## src/rtl/debug_mem_loader.sv

```systemverilog
// debug_mem_loader: byte-stream debug loader for the instruction and data RAMs.
// Frames are a command byte, a 4-byte little-endian address and, for writes,
// a 4-byte little-endian data word. Also controls the core reset level and
// keeps a sticky error flag.
// Optional readback (command 0x03 and the Tx byte stream) is compiled in when
// the macro DEBUG_LOADER_READBACK_EN is defined.
module debug_mem_loader (
  input  logic        CPU_CLK,
  input  logic        CPU_RST,
  input  logic [7:0]  RxData,
  input  logic        RxValid,
  output logic        RxReady,
  output logic [7:0]  TxData,
  output logic        TxValid,
  input  logic        TxReady,
  output logic [31:0] InstA2,
  output logic [31:0] InstWD2,
  output logic [3:0]  InstWE2,
  output logic [31:0] DataA2,
  output logic [31:0] DataWD2,
  output logic [3:0]  DataWE2,
  input  logic [31:0] DataRD2,
  output logic        CoreRst,
  output logic        Busy,
  output logic        Err
);

  typedef enum logic [2:0] {
    S_IDLE,
    S_ADDR,
    S_DATA,
    S_WRITE
`ifdef DEBUG_LOADER_READBACK_EN
    ,
    S_RDREQ,
    S_RDCAP,
    S_TX
`endif
  } state_t;

  state_t      state, state_nxt;
  logic [1:0]  cnt;
  logic [1:0]  op;
  logic [31:0] addr;
  logic [31:0] wdata;
  logic        core_rst;
  logic        err;
  logic        rx_en;
  logic        rx_fire;
  logic        frame_cmd;

`ifdef DEBUG_LOADER_READBACK_EN
  logic [31:0] shreg;
  assign TxData = shreg[7:0];
`else
  logic unused_rd;
  assign TxData    = '0;
  assign unused_rd = ^{TxReady, DataRD2};
`endif

  // rx_en holds RxReady low during reset and until the first edge after release
  assign RxReady = rx_en & ((state == S_IDLE) | (state == S_ADDR) | (state == S_DATA));
  assign rx_fire = RxValid & RxReady;

  assign InstA2  = addr;
  assign DataA2  = addr;
  assign InstWD2 = wdata;
  assign DataWD2 = wdata;
  assign CoreRst = core_rst;
  assign Err     = err;
  assign Busy    = (state != S_IDLE);

  // Decode command bytes that open an address/data frame
  always_comb begin
    frame_cmd = 1'b0;
    case (RxData)
      8'h01, 8'h02: frame_cmd = 1'b1;
`ifdef DEBUG_LOADER_READBACK_EN
      8'h03:        frame_cmd = 1'b1;
`endif
      default:      frame_cmd = 1'b0;
    endcase
  end

  // State register
  always_ff @(posedge CPU_CLK or negedge CPU_RST) begin
    if (!CPU_RST) state <= S_IDLE;
    else          state <= state_nxt;
  end

  // Next-state logic and per-state strobes
  always_comb begin
    state_nxt = state;
    InstWE2   = '0;
    DataWE2   = '0;
    TxValid   = 1'b0;
    case (state)
      S_IDLE: begin
        if (rx_fire && frame_cmd) state_nxt = S_ADDR;
      end
      S_ADDR: begin
        if (rx_fire && cnt == 2'd3) begin
`ifdef DEBUG_LOADER_READBACK_EN
          state_nxt = (op == 2'd3) ? S_RDREQ : S_DATA;
`else
          state_nxt = S_DATA;
`endif
        end
      end
      S_DATA: begin
        if (rx_fire && cnt == 2'd3) state_nxt = S_WRITE;
      end
      S_WRITE: begin
        if (op == 2'd1) InstWE2 = '1;
        if (op == 2'd2) DataWE2 = '1;
        state_nxt = S_IDLE;
      end
`ifdef DEBUG_LOADER_READBACK_EN
      S_RDREQ: state_nxt = S_RDCAP;
      S_RDCAP: state_nxt = S_TX;
      S_TX: begin
        TxValid = 1'b1;
        if (TxReady && cnt == 2'd3) state_nxt = S_IDLE;
      end
`endif
      default: state_nxt = S_IDLE;
    endcase
  end

  // Frame assembly, core-reset control, error flag and readback shifter
  always_ff @(posedge CPU_CLK or negedge CPU_RST) begin
    if (!CPU_RST) begin
      rx_en    <= 1'b0;
      cnt      <= '0;
      op       <= '0;
      addr     <= '0;
      wdata    <= '0;
      core_rst <= 1'b1;
      err      <= 1'b0;
`ifdef DEBUG_LOADER_READBACK_EN
      shreg    <= '0;
`endif
    end else begin
      rx_en <= 1'b1;
      case (state)
        S_IDLE: begin
          if (rx_fire) begin
            cnt <= '0;
            if (frame_cmd) begin
              op <= RxData[1:0];
            end else begin
              case (RxData)
                8'h04:   core_rst <= 1'b0;
                8'h05:   core_rst <= 1'b1;
                8'h06:   err      <= 1'b0;
                default: err      <= 1'b1;
              endcase
            end
          end
        end
        S_ADDR: begin
          if (rx_fire) begin
            addr[{cnt, 3'b000} +: 8] <= RxData;
            // later assignment wins: keeps the stored address word-aligned
            addr[1:0] <= 2'b00;
            cnt <= cnt + 2'd1;
          end
        end
        S_DATA: begin
          if (rx_fire) begin
            wdata[{cnt, 3'b000} +: 8] <= RxData;
            cnt <= cnt + 2'd1;
          end
        end
`ifdef DEBUG_LOADER_READBACK_EN
        S_RDCAP: begin
          shreg <= DataRD2;
          cnt   <= '0;
        end
        S_TX: begin
          if (TxReady) begin
            shreg <= {8'h00, shreg[31:8]};
            cnt   <= cnt + 2'd1;
          end
        end
`endif
        default: ;
      endcase
    end
  end

endmodule

```

## config.mk

```make
export PLATFORM = sky130hd
export DESIGN_NAME = debug_mem_loader
export DESIGN_NICKNAME = d
export VERILOG_FILES = /design/src/rtl/debug_mem_loader.sv
export SDC_FILE = /design/constraint.sdc
export NUM_CORES = 1
export LEC_CHECK = 0
export CAP_MARGIN = 20
export CORE_ASPECT_RATIO = 1.4
export CORE_MARGIN = 2
export CORE_UTILIZATION = 43
export DETAILED_ROUTE_END_ITERATION = 12
export GPL_TIMING_DRIVEN = 0
export MAX_ROUTING_LAYER = met4
export PLACE_DENSITY = 0.94
export REMOVE_ABC_BUFFERS = 1
export SYNTH_ARGS = -nofsm -noshare
export SYNTH_HDL_FRONTEND = slang
export SYNTH_SLANG_ARGS = --single-unit
```

## constraint.sdc

```tcl
create_clock -name CPU_CLK -period 5.3 [get_ports CPU_CLK]
set_input_delay 0.795 -clock CPU_CLK [delete_from_list [all_inputs] [get_ports CPU_CLK]]
set_output_delay 0.795 -clock CPU_CLK [all_outputs]
set_load 0.05 [all_outputs]
```

== Word level (Yosys, flattened, before mapping) ==
Index checks and enable logic that the tools add are counted.

* Add/sub/neg operators: 2
* Equality and inequality tests: 16
* Shifts and indexed selects: 2
* Multiplexer cells: 16
* Bitwise gates (word level): 6
* Reductions and logical operators: 16

{| class="wikitable"
|+ Operators with widths
! operator !! number
|-
| $bwmux 32 || 2
|-
| $shift 8x7->32 const A || 1
|-
| $shiftx 8x7->32 || 1
|-
| $eq 8x3->1 const B || 3
|-
| $mux 4 || 4
|-
| $mux 3 || 3
|-
| $pmux 3 s3 || 1
|-
| $reduce_and 3->1 || 3
|-
| $eq 8x1->1 const B || 1
|-
| $eq 8x2->1 const B || 1
|-
| $ne 2x1->1 const B || 4
|-
| $reduce_and 4->1 || 2
|-
| $neg 5->7 || 1
|-
| $eq 3x2->1 const B || 2
|-
| $reduce_or 2->1 || 3
|-
| $eq 2x2->1 const B || 2
|-
| $mux 2 || 2
|-
| $pmux 1 s2 || 2
|-
| $pmux 2 s2 || 1
|-
| $reduce_and 2->1 || 2
|-
| $reduce_bool 2->1 || 2
|-
| $eq 3x1->1 const B || 1
|-
| $logic_not 3->1 || 1
|-
| $reduce_bool 3->1 || 1
|-
| other kinds (8) || 12
|}

* Bits in registers: 72
* Bits of input ports: 44
* Output and inout port bits: 149
* Word-level logic and storage cells: 66

== Depth between registers and ports, before layout ==
Gate-level depths: netlist of the first run.

* Depth after elaboration: 8
* Depth in mapped cells: 8
* Depth with buffers taken out: 6

== Worst setup path after synthesis of the first run ==
No wires, ideal clock.

* Path kind: reg-to-output
* Start point: register state[0]
* End point: output InstWE2[1]
* Arrival time: 1.758 ns
* Data required time: 4.505 ns
* Setup slack: 2.747 ns
* Cell stages (with the launch flop): 5
* Path through: dfrtp_1 > ha_1 > nand2_1 > nor2_1 > buf_4

* Longest elaborated chain between the ends: 2

{| class="wikitable"
|+ Ends and longest elaborated chain
! item !! line !! source
|-
| from (decl) || 41 || <nowiki>state_t state, state_nxt;</nowiki>
|-
| from (signal assigned) || 88 || <nowiki>else state <= state_nxt;</nowiki>
|-
| $eq 3x2->1 || 97 || <nowiki>case (state)</nowiki>
|-
| $mux 4 || 97 ||
|-
| to (decl) || 18 || <nowiki>output logic [3:0] InstWE2,</nowiki>
|}

Every way passes these cells.

== Worst setup path after layout of the first run ==
* Start point: register state[0]
* End point: output InstWE2[2]

Same word-level chain as after synthesis.

==> results of run 1 <==
through the flow:
step | util | worst slack (ns) | area (um^2) | instances
after CTS | 0.582 | 2.25 | 4920 | 582
after global placement | 0.550 | 1.27 | 4650 | 566
after detailed placement | 0.550 | 2.47 | 4650 | 566
after global routing | 0.582 | 2.18 | 4920 | 582
after floorplan | - | 1.35 | 3060 | 315
final | 0.582 | 2.28 | 4920 | 582
power groups by stage:
stage	clock network (mW)	registers, mW	logic (mW)
floorplan	0	1.13	0.306
global placement	0	0.702	1.08
CTS	0.559	0.701	1.11
finish	0.547	0.701	1.11
detailed placement	0	0.709	1.10
global route	0.588	0.712	1.17
worst max-delay path, stage by stage (launching register included):
cell and delay, ns:
dfrtp_1 0.46, ha_1 0.31, nand2_1 0.07, nor2_1 0.21, clkdlybuf4s50_1 0.85
Yosys cell counts, types with 2 or more instances:
cell type,n,area [um^2]
a21o_1,2,15.0
a21oi_1,2,10.0
and3b_1,2,17.5
buf_2,6,30.0
buf_4,82,616
clkbuf_1,5,18.8
conb_1,2,7.51
dfrtp_1,70,1750
ha_1,11,138
inv_1,4,15.0
mux2_4,2,30.0
nand2_1,97,364
nand3_1,10,50.1
nand3b_1,2,15.0
nand4_1,2,12.5
nor2_1,4,15.0
nor3_1,3,15.0
nor3b_1,4,30.0
o211ai_1,2,15.0
o21ai_0,10,50.1
o21ai_1,54,270
kinds of logic (layout without fill, tap and decap cells):
logic type | count (synthesis) | in the layout | share of synthesized area
AOI/OAI and AO/OA | 75 | 75 | 0.108
xor gates and xnor gates | 1 | 1 | 0.00746
adders and majority gates | 11 | 11 | 0.0373
buffers and inverters | 99 | 167 | 0.188
DFF | 71 | 71 | 0.482
muxes | 4 | 4 | 0.0139
other | 2 | 14 | 0.00203
and+or+nand+nor | 134 | 134 | 0.162
registers in the layout, summed over array words and instances, names as in the netlist:
register	cells
op	2
Err	1
CoreRst	1
cnt	2
DataA2	30
DataWD2	32
state	2
rx_en	1
final cells by class:
type                       instances  area (um^2)  share of cell area
timing repair buffer             146         1460               0.296
clock buffer                      15          268              0.0544
sequential                        71         1780               0.361
inverter                           5         18.8             0.00381
tap                              105          131              0.0267
clock inverter                     1         5.00             0.00102
multi-input combinational        239         1260               0.257
final timing paths:
check / start / endpoint / slack (ns) / depth (start not counted)
hold reg to reg: DataA2[12] / DataA2[12] / 0.51 / 2
setup / recovery: state[0] / InstWE2[2] / 2.28 / 4
max in group asynchronous: CPU_RST / DataWD2[28] / 4.13 / 1
setup reg to reg: cnt[0] / DataWD2[11] / 2.94 / 5
min in group asynchronous: CPU_RST / DataA2[7] / 0.57 / 1
hold / removal: DataA2[12] / DataA2[12] / 0.51 / 2
metal layers:
metal | part of all wire | vias up | routed length (um)
met4 | 0.032 | 0 | 289
met1 | 0.39 | 1402 | 3480
li1 | - | 1383 | -
met2 | 0.53 | 125 | 4740
met3 | 0.056 | 21 | 504
met5 | 0 | - | 0
==> metrics.txt, run 1 <==
status complete, no violations; FP Rows 40; DR vias 2,931; final worst-path cycle share 0.570; largest net degree at the start of global routing 72; GR Overflow Total 0; Rel. slew slack 0.337; CTS root buf clkbuf_16; Post-Syn Area 3690 um^2; Slew @ Worst Pin 0.993 ns; Final #Nets 527; Synth Flop Type dfrtp_1; Die Span Y 114 um; RSZ-0062 raised after global routing false; Worst setup EP type primary output; commonest non-fill, non-tap cell in the layout clkdlybuf4s50_1; Final Hold Viols 0; Layout area overhead 33.4%; first-pass GRT wire length 13.9 mm; Starting Density 0.436; Wirelength per Cell 15.5 um; Clock Skew 0.00283 ns; final-report max-slew violation count 0; Post-synth EDFFs 0; Worst Path Max Fanout 6; Cell variety after synth 42; sequential group share of total power 0.298; Sw Pwr 1.05 mW; post-route ant nets 0; antenna cell count 0; busiest grt layer met2; worst endpoint data arrival time 2.23 ns; total CTS buffers 9; Clock Tree Buf Depth 2; clk slew on worst S/H paths 0.05 ns; clk_lat worst skew 0.32 ns; grt met2 use 0.323; commonest non-fill, non-tap cells in the layout clkdlybuf4s50_1 (145), nand2_1 (97), dfrtp_1 (70); clk sink count 71; min Tclk post-route 3.02 ns; Resize count post-CTS 0; Clock Power Share 0.232; Async S/R FF share, synth 1.00; number of port buffers 146; sequential fraction of the synthesis area 0.482; fillers 686; drt pass-1 iters 4; GRT Overall Usage 0.208; Sw Share 0.447; Int Pwr 1.30 mW; Critical Setup Path Class reg2out; PD cells 478 nW/um^2; Worst Hold Class reg2reg; GRT met3 Usage 0.0570; WP data required 4.51 ns; Via density 5.04; Max Cap Viol 0; Post-CTS Setup Repair Bufs 0; Power Total 2.35 mW; Syn Area/Cell 9.30 um^2; full die area 9350 um^2; total core area 8460 um^2; hold slack 0.511 ns; vias in the first global route 2,777; Cells after Synth 397; depth of the CTS H-tree 3; Gate power share 0.470; cts hold-fix bufs 0; GR Util met1 0.241; DRC viols 0; #FFs+latches synth 71; Setup TNS 0 ns; share of cells above drive strength 1 0.0482; number of DRC markers in iteration 0 119; Critical Path Start Type flip-flop; Fmax 0.331 GHz; Static Leak 2.03 nW; Routed WL 9.01 mm; Die X 82.3 um; TritonCTS clock tree done; hpwl dp 6.58 mm; io pins 193; maximum vdd drop 0.326 mV; Final Setup Violations 0; RePlAce Congestion 0.856; initial antenna violation count 0; Yosys warnings 0
(Power assumes the default switching activity.)
==> run 2, diff against run 1 <==
--- a/config.mk
+++ b/config.mk
@@ -8,11 +8,11 @@
 export CAP_MARGIN = 20
 export CORE_ASPECT_RATIO = 1.4
 export CORE_MARGIN = 2
-export CORE_UTILIZATION = 43
+export CORE_UTILIZATION = 40
 export DETAILED_ROUTE_END_ITERATION = 12
 export GPL_TIMING_DRIVEN = 0
 export MAX_ROUTING_LAYER = met4
-export PLACE_DENSITY = 0.94
+export PLACE_DENSITY = 0.89
 export REMOVE_ABC_BUFFERS = 1
 export SYNTH_ARGS = -nofsm -noshare
 export SYNTH_HDL_FRONTEND = slang
==> constraint.sdc (replaced) <==
create_clock -name CPU_CLK -period 2.8 [get_ports CPU_CLK]
set_input_delay 0.42 -clock CPU_CLK [delete_from_list [all_inputs] [get_ports CPU_CLK]]
set_output_delay 0.42 -clock CPU_CLK [all_outputs]
set_load 0.05 [all_outputs]
==> run 2 against run 1 <==
Count of clock-buffer cells in the layout decreased by 4. Total power rose by 100%. Wire length up 3.4%. Register-to-register slack got worse by 2.5 ns. Hold slack got worse by 0.31 ns. Critical path type unchanged.
==> metrics.txt, run 2 (same netlist as run 1, synthesis figures left out) <==
initial antenna violation count 0; FP Rows 41; Setup TNS 0 ns; full die area 10,000 um^2; depth of the CTS H-tree 3; WP data required 2.38 ns; Sw Pwr 2.04 mW; Critical Path Start Type flip-flop; number of DRC markers in iteration 0 111; clk_lat worst skew 0.33 ns; drt pass-1 iters 4; Rel. slew slack 0.292; worst endpoint data arrival time 2.19 ns; largest stage delay on the critical path 0.86 ns; final-report max-slew violation count 0; TritonCTS clock tree done; clk sink count 71; RePlAce Congestion 0.857; Post-CTS Setup Repair Bufs 0; PD cells 954 nW/um^2; Routed WL 9.31 mm; Clock Tree Buf Depth 2; maximum vdd drop 0.578 mV; total CTS buffers 9; Starting Density 0.411; GR Overflow Total 0; RSZ-0062 raised after global routing false; Gate power share 0.445; sequential cell area 1780 um^2; GRT Overall Usage 0.192; cts hold-fix bufs 0; Final #Nets 528; fillers 798; number of port buffers 146; Worst setup EP type primary output; Int Pwr 2.75 mW; Die Span Y 118 um; Power Total 4.78 mW; commonest non-fill, non-tap cells in the layout clkdlybuf4s50_1 (145), nand2_1 (97), dfrtp_1 (70); Fmax 0.383 GHz; Slew @ Worst Pin 1.06 ns; vias in the first global route 2,887; first-pass GRT wire length 14.9 mm; share of cells above drive strength 1 0.0586; Wirelength per Cell 15.9 um; Final Setup Violations 0; post-route ant nets 0; Critical Setup Path Class reg2out; CP max-delay cell clkdlybuf4s50_1; total core area 8980 um^2; clk slew on worst S/H paths 0.06 ns; Via density 4.92; worst path cell trace ha_1, nand2_1, nor2_1, clkdlybuf4s50_1; Layout area overhead 35.9%; Sw Share 0.425; commonest non-fill, non-tap cell in the layout clkdlybuf4s50_1; hpwl dp 6.89 mm; Die X 85.2 um; Clock Skew 0.00677 ns; Max Cap Viol 0; CTS root buf clkbuf_16; Reg2Reg Depth 5; final worst-path cycle share 0.933; DRC viols 0; Final Hold Viols 0; min Tclk post-route 2.61 ns; DR vias 2,881; Static Leak 2.08 nW; sequential group share of total power 0.278; area occupied by multi-input gates 1260 um^2; antenna cell count 0; io pins 193; Worst Path Max Fanout 6; Core Util, Final 0.559; Resize count post-CTS 0; Clock Power Share 0.278; Worst Hold Class in2async; max FFs per register 32; status complete, no violations; largest net degree at the start of global routing 72; non-filler instance count after layout 585; placed insts 568
run 2: cell count changes in the layout (fill, tap and decap cells not counted):
cell       previous run  this run
bufinv_16             0         3
clkinv_4              0         1
clkbuf_1              4         0
clkbuf_4              0         1
run 2: final timing paths:
check / from / endpoint / slack (ns)
hold / removal: CPU_RST / DataWD2[2] / 0.20
hold reg to reg: DataWD2[24] / DataWD2[24] / 0.51
max in group asynchronous: CPU_RST / DataWD2[22] / 1.97
setup reg to reg: cnt[0] / DataA2[8] / 0.42
setup / recovery: state[0] / InstWE2[3] / 0.19
min in group CPU_CLK: DataWD2[24] / DataWD2[24] / 0.51
run 2: power by group through the flow:
stage,Sequential (mW),Combinational (mW),Clock [mW]
4_1_cts,1.33,2.11,1.35
6_report,1.33,2.13,1.33
5_1_grt,1.35,2.25,1.39
2_1_floorplan,2.14,0.580,0
3_3_place_gp,1.33,2.05,0
3_5_place_dp,1.35,2.10,0
run 2: final cells by class:
class,instances,share of cell area
clock inverter,5,0.0207
timing repair buffer,147,0.292
tap,107,0.0267
inverter,5,0.00374
clock buffer,11,0.0504
sequential,71,0.354
multi-input combinational,239,0.252
run 2: critical path: cells and delay by family (launching register included):
| kind | cells | cell delay, ns |
|---|---|---|
| flops | 1 | 0.46 |
| buf+inv | 1 | 0.86 |
| fa+ha+maj | 1 | 0.29 |
| simple gates | 2 | 0.26 |
run 2: per-layer routing:
metal,up-vias,routed length (um),global-route usage
met4,0,116,0.0536
met2,105,5260,0.348
li1,1368,-,-
met3,11,508,0.0386
met5,-,0,-
met1,1397,3420,0.211
run 2: metrics by stage:
step | cell area [um^2] | hold slack (ns) | worst slack [ns]
floorplan | 3060 | 0.124 | -0.773
global placement | 4660 | 0.490 | -0.841
detailed placement | 4650 | 0.499 | 0.370
CTS | 5010 | 0.249 | 0.171
global route | 5020 | 0.278 | 0.0802
finish | 5020 | 0.205 | 0.187
